**config.mk**
```make
export PLATFORM = sky130hd
export DESIGN_NAME = apb_reg_slave
export DESIGN_NICKNAME = d
export VERILOG_FILES = /design/src/rtl/apb_reg_slave.sv
export SDC_FILE = /design/constraint.sdc
export NUM_CORES = 1
export LEC_CHECK = 0
export CORE_MARGIN = 2
export CORE_UTILIZATION = 50
export DETAILED_ROUTE_END_ITERATION = 7
export PLACE_DENSITY = 0.81
export SYNTH_ARGS = -nofsm -noshare
export SYNTH_HDL_FRONTEND = slang
export SYNTH_SLANG_ARGS = --single-unit
```
**constraint.sdc**
```tcl
create_clock -name clk -period 18.3 [get_ports clk]
set_clock_uncertainty 0.15 [all_clocks]
set_input_delay 1.83 -clock clk [delete_from_list [all_inputs] [get_ports clk]]
set_output_delay 1.83 -clock clk [all_outputs]
set_load 0.02 [all_outputs]
```
**src/rtl/apb_reg_slave.sv**
```systemverilog
// ---------------------------------------------------------------------------
// apb_reg_slave
//
// APB completer holding NUM_REGS 32-bit read/write registers at word-aligned
// offsets from BASE_ADDR, with WAIT_STATES cycles of pready=0 at the start of
// every ACCESS phase. The full register file is exposed on regs_flat as a
// back-door observation path.
//
// Parameters
//   NUM_REGS    : number of registers (1..64)
//   WAIT_STATES : pready-low cycles per ACCESS phase (0..15)
//   BASE_ADDR   : byte address of register 0, aligned to the register window
//
// Ports
//   clk        in   clock, rising-edge
//   rst        in   asynchronous active-high reset
//   psel       in   slave select
//   penable    in   ACCESS phase indicator
//   pwrite     in   1 = write, 0 = read
//   paddr      in   byte address (bits [1:0] ignored)
//   pwdata     in   write data
//   prdata     out  read data, held between transfers
//   pready     out  transfer completes when psel & penable & pready
//   pslverr    out  error response, valid with pready
//   regs_flat  out  register i at bits [32*i+31:32*i]
//
// Optional feature
//   APB_SLV_PSLVERR_EN : when defined, out-of-range accesses return
//                        pslverr=1; otherwise pslverr is always 0.
//                        Out-of-range writes are dropped and reads return 0
//                        in both builds.
// ---------------------------------------------------------------------------
module apb_reg_slave #(
    parameter int unsigned NUM_REGS    = 8,
    parameter int unsigned WAIT_STATES = 0,
    parameter logic [31:0] BASE_ADDR   = 32'h0000_0000
) (
    input  logic                       clk,
    input  logic                       rst,
    input  logic                       psel,
    input  logic                       penable,
    input  logic                       pwrite,
    input  logic [31:0]                paddr,
    input  logic [31:0]                pwdata,
    output logic [31:0]                prdata,
    output logic                       pready,
    output logic                       pslverr,
    output logic [32*NUM_REGS-1:0]     regs_flat
);

    localparam int unsigned IDXW      = (NUM_REGS > 1) ? $clog2(NUM_REGS) : 1;
    localparam logic [3:0]  WAIT_INIT = 4'(WAIT_STATES);

`ifdef APB_SLV_PSLVERR_EN
    localparam logic ERR_EN = 1'b1;
`else
    localparam logic ERR_EN = 1'b0;
`endif

    typedef enum logic {
        S_IDLE,
        S_ACCESS
    } state_t;

    state_t            state_q;
    logic [3:0]        cnt_q;
    logic              wr_q;
    logic              range_q;
    logic [IDXW-1:0]   idx_q;
    logic [31:0]       wdata_q;
    logic [31:0]       prdata_q;
    logic              pready_q;
    logic              pslverr_q;
    logic [31:0]       regs_q [NUM_REGS];

    // Address decode. BASE_ADDR is window-aligned, so the word offset can be
    // taken from the upper address bits alone; the full-width compare keeps
    // addresses just below the base out of range.
    logic [29:0]       word_off;
    logic              in_range;
    logic [IDXW-1:0]   idx;

    assign word_off = paddr[31:2] - BASE_ADDR[31:2];
    assign in_range = (paddr >= BASE_ADDR) && (word_off < 30'(NUM_REGS));
    assign idx      = word_off[IDXW-1:0];

    always_ff @(posedge clk or posedge rst) begin
        if (rst) begin
            state_q   <= S_IDLE;
            cnt_q     <= '0;
            wr_q      <= 1'b0;
            range_q   <= 1'b0;
            idx_q     <= '0;
            wdata_q   <= '0;
            prdata_q  <= '0;
            pready_q  <= 1'b0;
            pslverr_q <= 1'b0;
            for (int unsigned i = 0; i < NUM_REGS; i++) begin
                regs_q[i] <= '0;
            end
        end else begin
            case (state_q)
                S_IDLE: begin
                    // penable without psel (or with psel outside SETUP) is ignored here.
                    if (psel && !penable) begin
                        state_q <= S_ACCESS;
                        wr_q    <= pwrite;
                        range_q <= in_range;
                        idx_q   <= idx;
                        wdata_q <= pwdata;
                        cnt_q   <= WAIT_INIT;
                        if (!pwrite) begin
                            prdata_q <= in_range ? regs_q[idx] : '0;
                        end
                        // pready is registered, so with no wait states it must
                        // be raised on the SETUP edge to appear in the first
                        // ACCESS cycle.
                        if (WAIT_INIT == 4'd0) begin
                            pready_q  <= 1'b1;
                            pslverr_q <= ERR_EN && !in_range;
                        end
                    end
                end

                S_ACCESS: begin
                    if (!(psel && penable)) begin
                        // Master abandoned the transfer: no write, no error.
                        state_q   <= S_IDLE;
                        cnt_q     <= '0;
                        pready_q  <= 1'b0;
                        pslverr_q <= 1'b0;
                    end else if (cnt_q != 4'd0) begin
                        cnt_q <= cnt_q - 4'd1;
                        // Raise pready one edge early so it is seen in the
                        // cycle where the counter reads zero.
                        if (cnt_q == 4'd1) begin
                            pready_q  <= 1'b1;
                            pslverr_q <= ERR_EN && !range_q;
                        end
                    end else begin
                        if (wr_q && range_q) begin
                            regs_q[idx_q] <= wdata_q;
                        end
                        state_q   <= S_IDLE;
                        pready_q  <= 1'b0;
                        pslverr_q <= 1'b0;
                    end
                end

                default: begin
                    state_q   <= S_IDLE;
                    pready_q  <= 1'b0;
                    pslverr_q <= 1'b0;
                end
            endcase
        end
    end

    assign prdata  = prdata_q;
    assign pready  = pready_q;
    assign pslverr = pslverr_q;

    always_comb begin
        regs_flat = '0;
        for (int unsigned i = 0; i < NUM_REGS; i++) begin
            regs_flat[32*i +: 32] = regs_q[i];
        end
    end

endmodule

```
==> summary.md, run 1 <==
| Metric | Value |
|---|---|
| Run status | `finished, final reports clean` |
| Asr flop ratio synth | `100%` |
| Post-Synthesis Net Count | `981` |
| CP required | `18,630 ps` |
| Worst path bufs/invs | `4` |
| Clock share of power | `45.5%` |
| Final RePlAce weighted congestion | `~0.8` |
| Cell Chain, Critical Path | `clkdlybuf4s50_1 > inv_8 > buf_4 > buf_4` |
| Actual slew at the worst max-slew pin | `roughly 1200 ps` |
| Nets | `1,326` |
| Cell count after synthesis | `909` |
| Met3 usage in global routing | `7.98%` |
| Setup TNS | `0 ps` |
| GRT Overall Usage | `27.1%` |
| Min-Delay Startpoint | `prdata[16]$_DFFE_PP0P_` |
| Largest stage delay, worst path | `920 ps` |
| CP Capture Type | `async pin` |
| Vias in the first global route | `10.3k` |
| Worst vdd ir | `0.0679 mV` |
| CP top delay family | `buffers and inverters` |
| Min Tclk post-route | `between 4000 and 5000 ps` |
| Root buf cell | `clkbuf_16` |
| # resized after CTS | `0` |
| Setup Buffers After CTS | `0` |
| Dpl ws | `between 10,000 and 15,000 ps` |
| H-tree lvl count | `2` |
| Placed insts | `1,595` |
| Share of layout cells above drive strength 1 | `about 34%` |
| FF+latch count, synth | `roughly 330` |
| Chip width | `between 150 and 200 um` |
| Synth Area in Compound Gates | `1.58%` |
| Starting density of the core | `51.1%` |
| Synth Area in Adders | `0.262%` |
| Synthesized area per cell | `15.7 um2` |
| Final worst slack | `roughly 14,000 ps` |
| Clk slew on worst S/H paths | `60 ps` |
| Worst setup SP type | `input port` |
| Average wire per cell in the routed design | `24.4 um` |
| Fin util | `68.9%` |
| Antenna viol nets, final | `0` |
| Top-area cell type share of the netlist area | `57.9%` |
| Internal | `1220 uW` |
| Number of iterations in the first detailed-routing pass | `4` |
| Final setup fails | `0` |
| Core area | `28,000 um2` |
| Combinational share of power | `4.6%` |
| Residual DRC | `0` |
| LEAKAGE | `0.00878 uW` |
| Max-Slew Margin vs Limit | `19.9%` |
| I/O Pins | `359` |
| Met2 Track Usage GR | `45.2%` |
| CTS buffer count | `35` |
| Area grow syn2layout | `34.9%` |
| Synth top cells by count | `dfrtp_1, mux2_2, mux4_2` |
| RSZ-0062 raised after global routing | `false` |
| Via count | `9,440` |
| Crit share post-route | `24.2%` |
| # diodes | `0` |
| Count leader, synth | `dfrtp_1` |
| Post-cts hold buffer count | `0` |
| Largest family of logic cells by synthesized area | `multiplexers` |
| PwrDens | `80.8 nW/um2` |
| Grt ovf | `0` |
| Synthesis Warnings | `0` |
| DRT Wirelength | `40,400 um` |
| Cell accounting for the most synthesized area | `dfrtp_1` |
| Die ar. | `~30,000 um2` |
| Synth Cell Area | `about 14,000 um2` |
| Via density | `5.71` |
| CP arrival | `4760 ps` |
| Seq/Total Area, Yosys | `57.9%` |
| Clk_lat worst skew | `approximately 500 ps` |
| Flop pwr share | `49.9%` |
| Final Max Tran Viols | `0` |
| Post-detail-place hpwl | `about 26,000 um` |
| Sw frac | `22.1%` |
| Met1 usage | `33.8%` |
| Port buffer count | `about 360` |
| Hold Vio Cnt, Final | `0` |
| EDFF count, synth | `0` |
| First-pass GRT wire length | `62,500 um` |
| Switch Pwr | `345 uW` |
| Die H | `roughly 170 um` |
| Standard-cell rows | `61` |
| Iter 0 DRT Violations | `584` |
| Netlist cell types | `36` |
| Crit. Startpoint | `rst` |
| Max Root-Sink Buffers | `3` |
| Simple-gate share of the synthesized area | `roughly 2.7%` |
| Main synth FF type | `dfrtp_1` |
| Post-synthesis mux area share | `35.3%` |
| Hold_ws | `around 330 ps` |
| CP Max Fanout | `97` |
| Most Crowded Layer GR | `met2` |
| Filler cells | `1,995` |
| Hold/Removal Path Class | `reg2reg` |
| Largest net degree at the start of global routing | `98` |
| Critical Path Most Common Cell | `buf_4` |
| Non-filler cells, final | `1,654` |
| FF-to-FF Start | `cnt_q[0]$_DFFE_PP0P_` |
| Top cells by area, synth | `dfrtp_1, mux2_2, mux4_2` |
| CP Class | `in2async` |
| Max Cap Viol | `0` |
| Clock Sinks | `331` |
| Synth Area in XOR/XNOR | `0%` |
| F_max | `226 MHz` |
| CTS tree | `done` |
| Worst path slowest cell | `buf_4` |
| Initial antenna violation count | `0` |
[cell families (layout without fill, tap and decap cells)]
group                    count (synthesis)  in the layout
AO/OA/AOI/OAI                           43             43
adder cells (fa/ha/maj)                  3              3
buffers and inverters                   64            431
flip-flops                             331            331
multiplexers                           388            388
other                                    1              1
AND/OR/NAND/NOR                         79             79
[per-stage QoR]
stage | instance area [um2] | power (uW)
floorplan | 14300 | 824
global placement | 18200 | 860
detailed placement | 18200 | 863
CTS | 19300 | 1570
global route | 19300 | 1610
finish | 19300 | 1560
[final timing paths]
kind	slack [ps]	to	depth (start not counted)
max in group clk	13980	prdata[25]$_DFFE_PP0P_	6
max reg2reg	14950	regs_flat[236]$_DFFE_PP0P_	7
min	330	prdata[16]$_DFFE_PP0P_	2
min reg2reg	330	prdata[16]$_DFFE_PP0P_	2
max	13870	regs_flat[114]$_DFFE_PP0P_	4
min in group asynchronous	1720	cnt_q[2]$_DFFE_PP0P_	2
[routing by layer]
layer / part of all wire [%] / vias up
met4: 3.2 / 0
met2: 50 / 362
met1: 39 / 4951
li1: - / 4048
met5: 0 / -
met3: 7.8 / 79
[power groups by stage]
| stage | Clock (uW) | Combinational, uW | Sequential, uW |
|---|---|---|---|
| final | 711 | 71.4 | 778 |
| after global routing | 755 | 77.8 | 781 |
| after global placement | 0 | 70.9 | 790 |
| after floorplan | 0 | 45.1 | 779 |
| after CTS | 723 | 72.9 | 778 |
| after detailed placement | 0 | 72.6 | 791 |
[cells in the final DEF (no fill, tap or decap), types with 6 or more instances in the layout]
master,n
clkdlybuf4s50_1,352
dfrtp_1,331
mux2_2,287
mux4_2,64
nand2_1,39
o21ai_0,37
clkbuf_16,37
mux2i_1,31
buf_4,15
clkbuf_1,10
nor2_1,6
nor4_1,6
mux2_1,6
clkbuf_8,6
[worst register-to-register path: cells and delay by family, from the launching register on]
family        cells  cell delay, ps
fa+ha+maj         1             130
mux               1             400
flops             1             420
buf+inv           2             540
simple gates      3            1590
[flip-flops by register name (all words and copies together), names as in the netlist]
name,cells
wdata_q,32
regs_flat,256
idx_q,3
wr_q,1
state_q,1
prdata,32
range_q,1
cnt_q,4
pready,1
[layout make-up]
type,count,area [um2],share of cell area (%)
inverters,4,22.5,0.117
multi-input cells,514,5730,29.7
clock inverters,6,105,0.544
clock buffers,53,1050,5.42
repair buffers,368,3640,18.9
well taps,378,473,2.45
flip-flops and latches,331,8280,42.9
(Power assumes the default switching activity.)
==> run 2: changes to the inputs <==
Settings changed: CORE_UTILIZATION 50 to 45, PLACE_DENSITY 0.81 to 0.77.
Clock period 18.3 ns to 3.7 ns, I/O delays scaled along.
==> summary.md, run 2 (synthesis gave the netlist of run 1 again) <==
| Metric | Value |
|---|---|
| Post-cts hold buffer count | `0` |
| Hold Vio Cnt, Final | `0` |
| Die ar. | `around 33,000 um2` |
| Commonest non-fill, non-tap cell in the layout | `clkdlybuf4s50_1` |
| PwrDens | `388 nW/um2` |
| GRT Overall Usage | `between 20 and 25%` |
| Met2 Track Usage GR | `approximately two fifths` |
| RSZ-0062 raised after global routing | `false` |
| Nets | `1,346` |
| # diodes | `0` |
| F_max | `331 MHz` |
| LEAKAGE | `0.00889 uW` |
| Iter 0 DRT Violations | `between 400 and 500` |
| Actual slew at the worst max-slew pin | `~900 ps` |
| Pwr Total | `7580 uW` |
| Max reg flops | `256` |
| Number of iterations in the first detailed-routing pass | `4` |
| Standard-cell rows | `65` |
| CP arrival | `~3300 ps` |
| CP Capture Type | `flip-flop` |
| CTS tree | `done` |
| Average wire per cell in the routed design | `~24 um` |
| Worst setup SP type | `flip-flop` |
| Met3 usage in global routing | `7.08%` |
| Most frequent cells in the layout | `clkdlybuf4s50_1, dfrtp_1, mux2_2, mux4_2, nand2_1` |
| Share of layout cells above drive strength 1 | `roughly 34%` |
| Met1 usage | `32.6%` |
| Final Max Tran Viols | `0` |
| Chip width | `around 180 um` |
| Clock Sinks | `331` |
| Post-detail-place hpwl | `27,200 um` |
| First-pass GRT wire length | `62,600 um` |
| DRT Wirelength | `approximately 41,000 um` |
| R2R Setup Slk | `680 ps` |
| Run status | `finished, final reports clean` |
| Sw frac | `22.7%` |
| Max-Slew Margin vs Limit | `39.1%` |
| Die H | `roughly 180 um` |
| Max Cap Viol | `0` |
| Cell Chain, Critical Path | `inv_1 > ha_1 > or3b_1 > nor3_1 > and3_2 > buf_4 > mux2_2` |
| Area grow syn2layout | `36.5%` |
| CP Class | `reg2reg` |
| Core area | `31,500 um2` |
| Fin util | `between 60% and 70%` |
| Flop pwr share | `about half` |
| CTS buffer count | `36` |
| Port buffer count | `355` |
| Max Root-Sink Buffers | `3` |
| Via density | `5.61` |
| H-tree lvl count | `2` |
| Vias in the first global route | `10.3k` |
| Initial antenna violation count | `2` |
| I/O Pins | `359` |
| Grt ovf | `0` |
| Starting density of the core | `45.5%` |
| Setup Buffers After CTS | `0` |
| Via count | `9,517` |
| Largest stage delay, worst path | `about 550 ps` |
| Most Crowded Layer GR | `met2` |
| Final RePlAce weighted congestion | `0.819` |
| Worst vdd ir | `around 0.3 mV` |
| Final setup fails | `0` |
| Hold/Removal Path Class | `in2async` |
| Antenna viol nets, final | `0` |
| CP Max Fanout | `11` |
| Worst reg2reg path depth | `7` |
| Internal | `5860 uW` |
| Clk_lat worst skew | `510 ps` |
| Combinational share of power | `4.9%` |
| Crit share post-route | `between 80 and 90%` |
| Switch Pwr | `1720 uW` |
| Worst path slowest cell | `and3_2` |
| Reg2reg end | `regs_flat[51]$_DFFE_PP0P_` |
| FF-to-FF Start | `cnt_q[0]$_DFFE_PP0P_` |
| Hold_ws | `169 ps` |
| Root buf cell | `clkbuf_16` |
| CP required | `3930 ps` |
| Min Tclk post-route | `between 3000 and 4000 ps` |
| Residual DRC | `0` |
| Largest net degree at the start of global routing | `90` |
| Clk slew on worst S/H paths | `60 ps` |
| # resized after CTS | `0` |
| Clock share of power | `around 44%` |
==> run 2: per-stage QoR <==
stage | area, um2 | setup WS [ps] | TNS [ps] | cells
floorplan | 14300 | -1240 | -410660 | 909
global placement | 18400 | 789 | 0 | 1638
detailed placement | 18400 | 678 | 0 | 1638
CTS | 19500 | 695 | 0 | 1696
global route | 19500 | 579 | 0 | 1696
finish | 19500 | 677 | 0 | 1696
==> run 2: worst max path at each step <==
stage                                end  depth (start not counted)                  from
2_1_floorplan       cnt_q[0]$_DFFE_PP0P_                          1                   rst
3_3_place_gp   regs_flat[47]$_DFFE_PP0P_                          6               penable
3_5_place_dp      prdata[23]$_DFFE_PP0P_                          5                  psel
4_1_cts        regs_flat[51]$_DFFE_PP0P_                          7  cnt_q[0]$_DFFE_PP0P_
5_1_grt        regs_flat[51]$_DFFE_PP0P_                          7  cnt_q[0]$_DFFE_PP0P_
6_report       regs_flat[51]$_DFFE_PP0P_                          7  cnt_q[0]$_DFFE_PP0P_
==> run 2: routing by layer <==
metal,vias to the layer above,wire [um]
li1,4085,-
met3,68,3270
met5,-,33
met4,4,1060
met2,347,19800
met1,5013,16900
==> run 2: power by group through the flow <==
stage	registers, uW	clock network, uW	logic, uW
floorplan	3860	0	223
global placement	3910	0	373
detailed placement	3910	0	381
CTS	3840	3420	383
global route	3860	3570	408
finish	3850	3360	374
==> run 2: critical path: cells and delay by family, from the launching register on <==
kind	cells	cell delay (ps)
fa+ha+maj	1	140
buf+inv	2	390
flops	1	420
mux	1	360
simple gates	3	1440
==> run 2: layout make-up <==
class / count / area [um2]
clock inverter: 2 / 10.0
inverter: 4 / 18.8
tap: 402 / 503
timing repair buffer: 387 / 3910
clock buffer: 56 / 1080
multi-input combinational: 514 / 5730
fill: 2349 / 11900
sequential: 331 / 8280
==> run 3: changes to the inputs <==
Clock period 3.7 ns to 2.6 ns, I/O delays scaled along.
==> summary.md, run 3 (synthesis gave the netlist of run 1 again) <==
| Metric | Value |
|---|---|
| Switch Pwr | `around 2500 uW` |
| Area grow syn2layout | `38.5%` |
| Hold/Removal Path Class | `in2reg` |
| Grt ovf | `0` |
| Run status | `finished, final reports clean` |
| Clk_lat worst skew | `510 ps` |
| CP Class | `reg2reg` |
| I/O Pins | `around 360` |
| Share of layout cells above drive strength 1 | `a little over a third` |
| LEAKAGE | `about 0.009 uW` |
| Via density | `5.57` |
| Via count | `9,519` |
| Standard-cell rows | `65` |
| Most frequent cells in the layout | `clkdlybuf4s50_1, dfrtp_1, mux2_2, mux4_2, nand2_1` |
| Post-detail-place hpwl | `27,200 um` |
| Worst setup SP type | `flip-flop` |
| Internal | `8510 uW` |
| Clock Sinks | `331` |
| Final Cell Area | `19,800 um2` |
| Setup TNS | `0 ps` |
| Final worst slack | `just over 100 ps` |
| Die H | `182 um` |
| Reg2reg end | `regs_flat[206]$_DFFE_PP0P_` |
| First-pass GRT wire length | `62,400 um` |
| Clock share of power | `45.4%` |
| Min-Delay Startpoint | `pwdata[5]` |
| CP arrival | `2730 ps` |
| GRT Overall Usage | `~25%` |
| Port buffer count | `355` |
| CTS tree | `done` |
| Die ar. | `33,200 um2` |
| Max Root-Sink Buffers | `3` |
| Routed wl met3 | `3420 um` |
| Commonest non-fill, non-tap cell in the layout | `clkdlybuf4s50_1` |
| Placed Area | `18,600 um2` |
| Routed length on met1 | `16,800 um` |
| WL met2 | `20,000 um` |
| Final setup fails | `0` |
| Hold endpoint | `wdata_q[5]$_DFFE_PP0P_` |
| Antenna viol nets, final | `0` |
| Hold Vio Cnt, Final | `0` |
| Hold Path Stages | `2` |
| Actual slew at the worst max-slew pin | `approximately 730 ps` |
| Combinational share of power | `approximately 4.9%` |
| Min Tclk post-route | `2500 ps` |
| Nets | `1,356` |
| Final Max Tran Viols | `0` |
| Sw frac | `a little under a quarter` |
| F_max | `around 400 MHz` |
| Average wire per cell in the routed design | `24.0 um` |
| Residual DRC | `0` |
| Dpl ws | `-26.2 ps` |
| # diodes | `0` |
| Crit share post-route | `roughly 96%` |
| Max Cap Viol | `0` |
| Max-Slew Margin vs Limit | `51.3%` |
| Worst vdd ir | `0.470 mV` |
| Core area | `31,500 um2` |
| Pwr Total | `between 10,000 and 15,000 uW` |
| Chip width | `approximately 180 um` |
| Root buf cell | `clkbuf_16` |
| Vias in the first global route | `10.2k` |
| Worst reg2reg path depth | `8` |
| CTS buffer count | `36` |
| Starting density of the core | `45.5%` |
| R2R Setup Slk | `100 ps` |
| CP Capture Type | `flip-flop` |
| DRT Wirelength | `41,000 um` |
| Number of iterations in the first detailed-routing pass | `4` |
| Final RePlAce weighted congestion | `0.787` |
| CP required | `2830 ps` |
| Placed insts | `1,646` |
| Non-filler cells, final | `around 1.7k` |
| Initial antenna violation count | `2` |
| FF-to-FF Start | `cnt_q[1]$_DFFE_PP0P_` |
| Iter 0 DRT Violations | `roughly 570` |
| Max reg flops | `256` |
| Flop pwr share | `49.7%` |
| Largest net degree at the start of global routing | `approximately 130` |
| PwrDens | `556 nW/um2` |
| RSZ-0062 raised after global routing | `false` |
| Top layer in use | `met5` |
| H-tree lvl count | `2` |
| CP Max Fanout | `17` |
| Clk slew on worst S/H paths | `60 ps` |
## run 3: cell count changes in the layout (fill, tap and decap cells not counted), sizes merged
cell         change
dlygate4sd3      +1
clkinv           +2
inv              +2
buf              +9
bufinv           +2
clkbuf           -3
## run 3: critical path, stage by stage (launching register included)
cell and delay, ps:
dfrtp_1 390, inv_1 110, ha_1 150, or3b_1 420
buf_4 170, nor4_4 280, nand3_2 120, buf_4 260
mux2_2 310
## run 3: timing repair
item | 4_1_cts | 5_1_grt
setup buffers | 1 | 0
setup endpoints to repair | 30 | 162
endpoints found under the hold margin | 6 | 0
resized for setup | 1 | 2
hold buffers | 1 | 0
pin swaps | 1 | 1
## run 3: layout make-up
| cell class | count | area, um2 |
|---|---|---|
| Inverter | 4 | 18.8 |
| Tap cell | 402 | 503 |
| Sequential cell | 331 | 8280 |
| Clock inverter | 8 | 109 |
| Clock buffer | 53 | 1040 |
| Multi-Input combinational cell | 514 | 5750 |
| Timing Repair Buffer | 397 | 4110 |
| Fill cell | 2353 | 11700 |
## run 3: routing by layer
metal	up-vias	global-route usage, %
li1	4104	-
met1	5024	31.7
met2	323	41.2
met3	64	7.94
met4	4	5.48
met5	-	0
## run 3: worst max-delay path by stage
stage,cells past startpoint,start,endpoint
after detailed placement,8,cnt_q[1]$_DFFE_PP0P_,regs_flat[5]$_DFFE_PP0P_
after floorplan,1,rst,cnt_q[0]$_DFFE_PP0P_
after global routing,8,cnt_q[1]$_DFFE_PP0P_,regs_flat[206]$_DFFE_PP0P_
after global placement,8,cnt_q[1]$_DFFE_PP0P_,regs_flat[14]$_DFFE_PP0P_
after CTS,8,cnt_q[1]$_DFFE_PP0P_,regs_flat[206]$_DFFE_PP0P_
final,8,cnt_q[1]$_DFFE_PP0P_,regs_flat[206]$_DFFE_PP0P_
## run 3: power by group through the flow
stage / Sequential [uW] / Combinational [uW] / Clock (uW)
final: 5480 / 535 / 5000
after global routing: 5500 / 585 / 5330
after floorplan: 5490 / 318 / 0
after detailed placement: 5560 / 543 / 0
after CTS: 5470 / 548 / 5090
after global placement: 5560 / 533 / 0
## run 3: stage by stage
step	hold WS (ps)	util [%]
after detailed placement	321	59.2
after CTS	191	62.9
after floorplan	232	-
after global placement	312	59.2
after global routing	201	63.0
final	206	63.0
==> patch 1, RTL diff (config.mk and constraints of run 2) <==
Change the parameter `NUM_REGS` from 8 to 16.
--- a/src/rtl/apb_reg_slave.sv
+++ b/src/rtl/apb_reg_slave.sv
@@ -31,7 +31,7 @@
 //                        in both builds.
 // ---------------------------------------------------------------------------
 module apb_reg_slave #(
-    parameter int unsigned NUM_REGS    = 8,
+    parameter int unsigned NUM_REGS    = 16,
     parameter int unsigned WAIT_STATES = 0,
     parameter logic [31:0] BASE_ADDR   = 32'h0000_0000
 ) (
Ports: changed (resized regs_flat); port bits go from 359 to 615. No check against the original RTL was run, so the function may have changed too.
==> patch 1 against run 2 <==
Non-clock buffer count grew 292; clock power rose by 100%; final area is 87% higher; worst setup slack improved by 0.080 ns; combinational power grew 120%; final cell count grew 97%; total power rose by 91%; maximum frequency up 2.7%; area after synthesis grew 90%; sequential cell count increased by 257; wire length up 130%.
==> patch 1: results <==
group,metric,value,unit
pwr,p_comb_frac,0.058,
drt,dr.pass1.iters,7,
worst_hold_path,hp-class,"primary input to flip-flop",
worst_setup_path,crit_arrival,3.28,ns
place,hpwl,65.9,mm
clock_tree,path_clk_slew,0.06,ns
global_routing,grt_max_degree,93,
drt,detail_route.wl_per_cell,28.4,um
cells_and_area,fin_nets,2572,
drt,drc,0,
synth,ys_seq_area_frac,0.541,
pwr,leakage,16.7,nW
place,gp_congestion,0.898,
worst_hold_path,holdPathStages,2,
global_routing,grt_first_pass_wirelength,138,mm
clock_tree,clock_latency,0.63,ns
outcome,outcome,"complete, no violations",
synth,ys_top_cells_by_area,"dfrtp_1 54%, mux2_2 25%, mux2i_1 7.1%, a221oi_2 1.7%, clkbuf_1 1.1%",
worst_setup_path,cp_max_fo,22,
clock_tree,cts_made_buffers,60,
drt,vias,19600,
cells_and_area,largest_reg_flops,512,
synth,synth_nets,1998,
global_routing,antenna_found_initial,3,
worst_setup_path,cp_slowest_cell,"nor2b_1",
worst_setup_path,max_stage_delay,0.48,ns
clock_tree,cts_setup_buffers,0,
pwr,ir_drop,0.371,mV
cells_and_area,drive_gt1_frac,0.330,
place,io_buffers,611,
==> patch 1: cell types whose count changed after synthesis, moves of 31 or more <==
cell / delta
mux2_2: +308
mux4_2: -63
o21ai_0: -33
clkbuf_1: +60
mux2i_1: +161
o2bb2ai_1: +31
o221ai_1: +31
a22oi_1: +31
dfrtp_1: +257
o22ai_1: +35
nor2_1: +37
==> patch 1: final timing paths <==
path,end,slack (ns),startpoint
worst max-delay path,regs_flat[300]$_DFFE_PP0P_,0.76,cnt_q[0]$_DFFE_PP0P_
max in group asynchronous,regs_flat[191]$_DFFE_PP0P_,1.76,rst
min in group asynchronous,wdata_q[26]$_DFFE_PP0P_,0.56,rst
worst max register to register,regs_flat[300]$_DFFE_PP0P_,0.76,cnt_q[0]$_DFFE_PP0P_
worst min register to register,cnt_q[1]$_DFFE_PP0P_,0.36,cnt_q[1]$_DFFE_PP0P_
worst min-delay path,wdata_q[27]$_DFFE_PP0P_,0.20,pwdata[27]
==> patch 1: timing repair <==
action / 4_1_cts / 5_1_grt
hold buffers: 1 / 0
resized for setup: 0 / 0
hold endpoints to repair: 11 / 0
==> patch 1: area by class of cell <==
type                    count  share of cell area
multi-input cells        1167               0.319
diodes                      2            0.000137
clock buffers              82              0.0478
well taps                 782              0.0268
repair buffers            679               0.190
flip-flops and latches    588               0.403
clock inverters            31              0.0124
inverters                   4            0.000514
==> patch 1: stage by stage <==
stage	setup WS (ns)	hold slack, ns	instance area (um^2)	setup TNS [ns]	std cells
after floorplan	-4.84	0.317	27200	-2843.20	1926
after global placement	0.652	0.345	34300	0	3219
after detailed placement	0.617	0.354	34300	0	3219
after CTS	0.799	0.163	36500	0	3333
after global routing	0.679	0.188	36500	0	3335
final	0.757	0.196	36500	0	3335
==> patch 1: kinds of logic after synthesis <==
logic type | after synthesis | share of synthesized area
other | 1 | 0.000138
buffers and inverters | 171 | 0.0349
and+or+nand+nor | 186 | 0.0409
muxes | 806 | 0.325
adders and majority gates | 3 | 0.00138
DFF | 588 | 0.541
AOI/OAI and AO/OA | 171 | 0.0565
==> patch 1: power by group through the flow <==
stage | combinational, mW | clock [mW] | sequential (mW)
after CTS | 0.846 | 6.79 | 6.90
final | 0.838 | 6.71 | 6.92
after floorplan | 0.617 | 0 | 6.77
after global placement | 0.825 | 0 | 7.00
after global routing | 0.897 | 7.04 | 6.94
after detailed placement | 0.842 | 0 | 7.02
==> patch 1: routing by layer <==
metal	routed length, um	track usage
met1	37000	0.364
met2	45700	0.489
met3	7240	0.0739
met4	4780	0.144
met5	12	0
==> patch 2, RTL diff (settings of run 2) <==
Without the edit above. Register the output `pslverr` once more, with the module's reset; this adds one clock of latency there. The other outputs are not delayed to match.
--- a/src/rtl/apb_reg_slave.sv
+++ b/src/rtl/apb_reg_slave.sv
@@ -158,7 +158,13 @@
 
     assign prdata  = prdata_q;
     assign pready  = pready_q;
-    assign pslverr = pslverr_q;
+    always_ff @(posedge clk or posedge rst) begin
+        if (rst) begin
+            pslverr <= '0;
+        end else begin
+            pslverr <= pslverr_q;
+        end
+    end
 
     always_comb begin
         regs_flat = '0;
Formal check against the unedited RTL: no difference found for any inputs over 4 cycles, from zero or initial values and one cycle with rst high; that may be too few to reach the edited logic, so the function may still have changed.
==> patch 2 against run 2 <==
Total power is 3.7% higher; area after synthesis about the same; sequential share of layout area is 0.23 points lower; worst setup slack worse by 0.035 ns; sequential power barely moved; count of clock-buffer cells in the layout fell by 1; wire length down 1.2%; maximum frequency decreased by 1.2%; sequential cell count unchanged; final area rose by 0.54%; critical path type unchanged; critical endpoint is now regs_flat[56]$_DFFE_PP0P_.
==> patch 2: results <==
group,metric,value,unit
place,dp_cells,1634,
drt,totalWireLength,40.6,mm
synth,synthAdderAreaFrac,0.00262,
global_routing,antenna_found_initial,1,
cells_and_area,largest_reg_flops,256,
place,gp_congestion,0.791,
synth,synth_compound_area_frac,0.0158,
worst_setup_path,cp_max_fo,13,
drt,vias,9449,
synth,ys_seq_area_frac,0.579,
worst_setup_path,crit_arrival,3.30,ns
global_routing,grt_first_pass_wirelength,62.0,mm
clock_tree,h-tree-depth,2,
worst_setup_path,r2r_start,"cnt_q[0]$_DFFE_PP0P_",
cells_and_area,nFillCells,2348,
place,dpl_worst_slack,0.656,ns
outcome,outcome,"complete, no violations",
drt,dr.pass1.iters,5,
worst_setup_path,r2r_slack,0.64,ns
pwr,leakage,8.94,nW
sta,holdWs,0.130,ns
cells_and_area,fin_nets,1342,
synth,yosys-top-cells-count,"331 x dfrtp_1, 287 x mux2_2, 64 x mux4_2",
sta,final_hold_viol_count,0,
worst_setup_path,r2r_end,"regs_flat[56]$_DFFE_PP0P_",
sta,slew_headroom,0.374,
global_routing,grt.total_usage,0.246,
drt,drt_iter0_drc,406,
synth,ys_top_cells_by_area,"dfrtp_1 58%, mux2_2 23%, mux4_2 10%, mux2i_1 2.2%, o21ai_0 1.3%",
drt,antenna_left,0,
pwr,ir_drop,0.359,mV
synth,synthXorXnorAreaFrac,0,
synth,muxShareOfSynthArea,0.353,
worst_hold_path,hp-class,"primary input to asynchronous set/reset pin",
place,postPlaceCellArea,18400,um^2
global_routing,grt_pass1_vias,9923,
drt,routed_via_density,5.56,
place,hpwl,26.7,mm
cells_and_area,drive_gt1_frac,0.349,
global_routing,grt_max_degree,108,
synth,synthArstFlopShare,1.00,
## patch 2: cell types whose count changed in the layout (fill, tap and decap cells not counted), sizes merged
cell             run 2  this run
inv                  3         5
bufinv               0         2
buf                 35        31
clkinv               2         5
clkbuf              56        55
clkinvlp             1         3
## patch 2: kinds of logic (layout without fill, tap and decap cells)
| family | count (synthesis) | after routing |
|---|---|---|
| multiplexers | 388 | 388 |
| flip-flops | 331 | 331 |
| AND/OR/NAND/NOR | 79 | 79 |
| buffers and inverters | 64 | 453 |
| AO/OA/AOI/OAI | 43 | 43 |
| adder cells (fa/ha/maj) | 3 | 3 |
| other | 1 | 1 |
## patch 2: power by group
group | switching [mW] | leakage (nW) | internal, mW
Clock | 1.47 | 0.598 | 2.18
Combinational | 0.184 | 3.79 | 0.183
Sequential | 0.156 | 4.54 | 3.69
Total | 1.81 | 8.94 | 6.05
## patch 2: cell type report
type,instances,area (um^2),share of cell area
timing repair buffer,383,3880,0.198
sequential,331,8280,0.422
tap,402,503,0.0256
clock inverter,11,140,0.00714
multi-input combinational,514,5730,0.292
clock buffer,55,1080,0.0551
inverter,4,18.8,0.000956
## patch 2: how the worst max path moves through the flow
| stage | end | slack (ns) | cells past startpoint |
|---|---|---|---|
| CTS | regs_flat[49]$_DFFE_PP0P_ | 0.62 | 7 |
| finish | regs_flat[56]$_DFFE_PP0P_ | 0.64 | 7 |
| global route | regs_flat[48]$_DFFE_PP0P_ | 0.47 | 7 |
| floorplan | cnt_q[0]$_DFFE_PP0P_ | -1.24 | 1 |
| detailed placement | regs_flat[49]$_DFFE_PP0P_ | 0.66 | 6 |
| global placement | regs_flat[47]$_DFFE_PP0P_ | 0.75 | 6 |
## patch 2: per-layer routing
metal	vias up	routed length, um	global-route usage
met5	-	12	0
met4	2	894	0.0587
met3	60	3250	0.0742
met2	355	19700	0.403
met1	4953	16700	0.322
li1	4079	-	-
## patch 2: worst max-delay path: stages (launching register included)
cell and delay (ns):
dfrtp_1 0.42, inv_1 0.10, ha_1 0.14, or3b_1 0.48, nor3_1 0.39, and3_2 0.58, buf_4 0.31, mux2_2 0.36
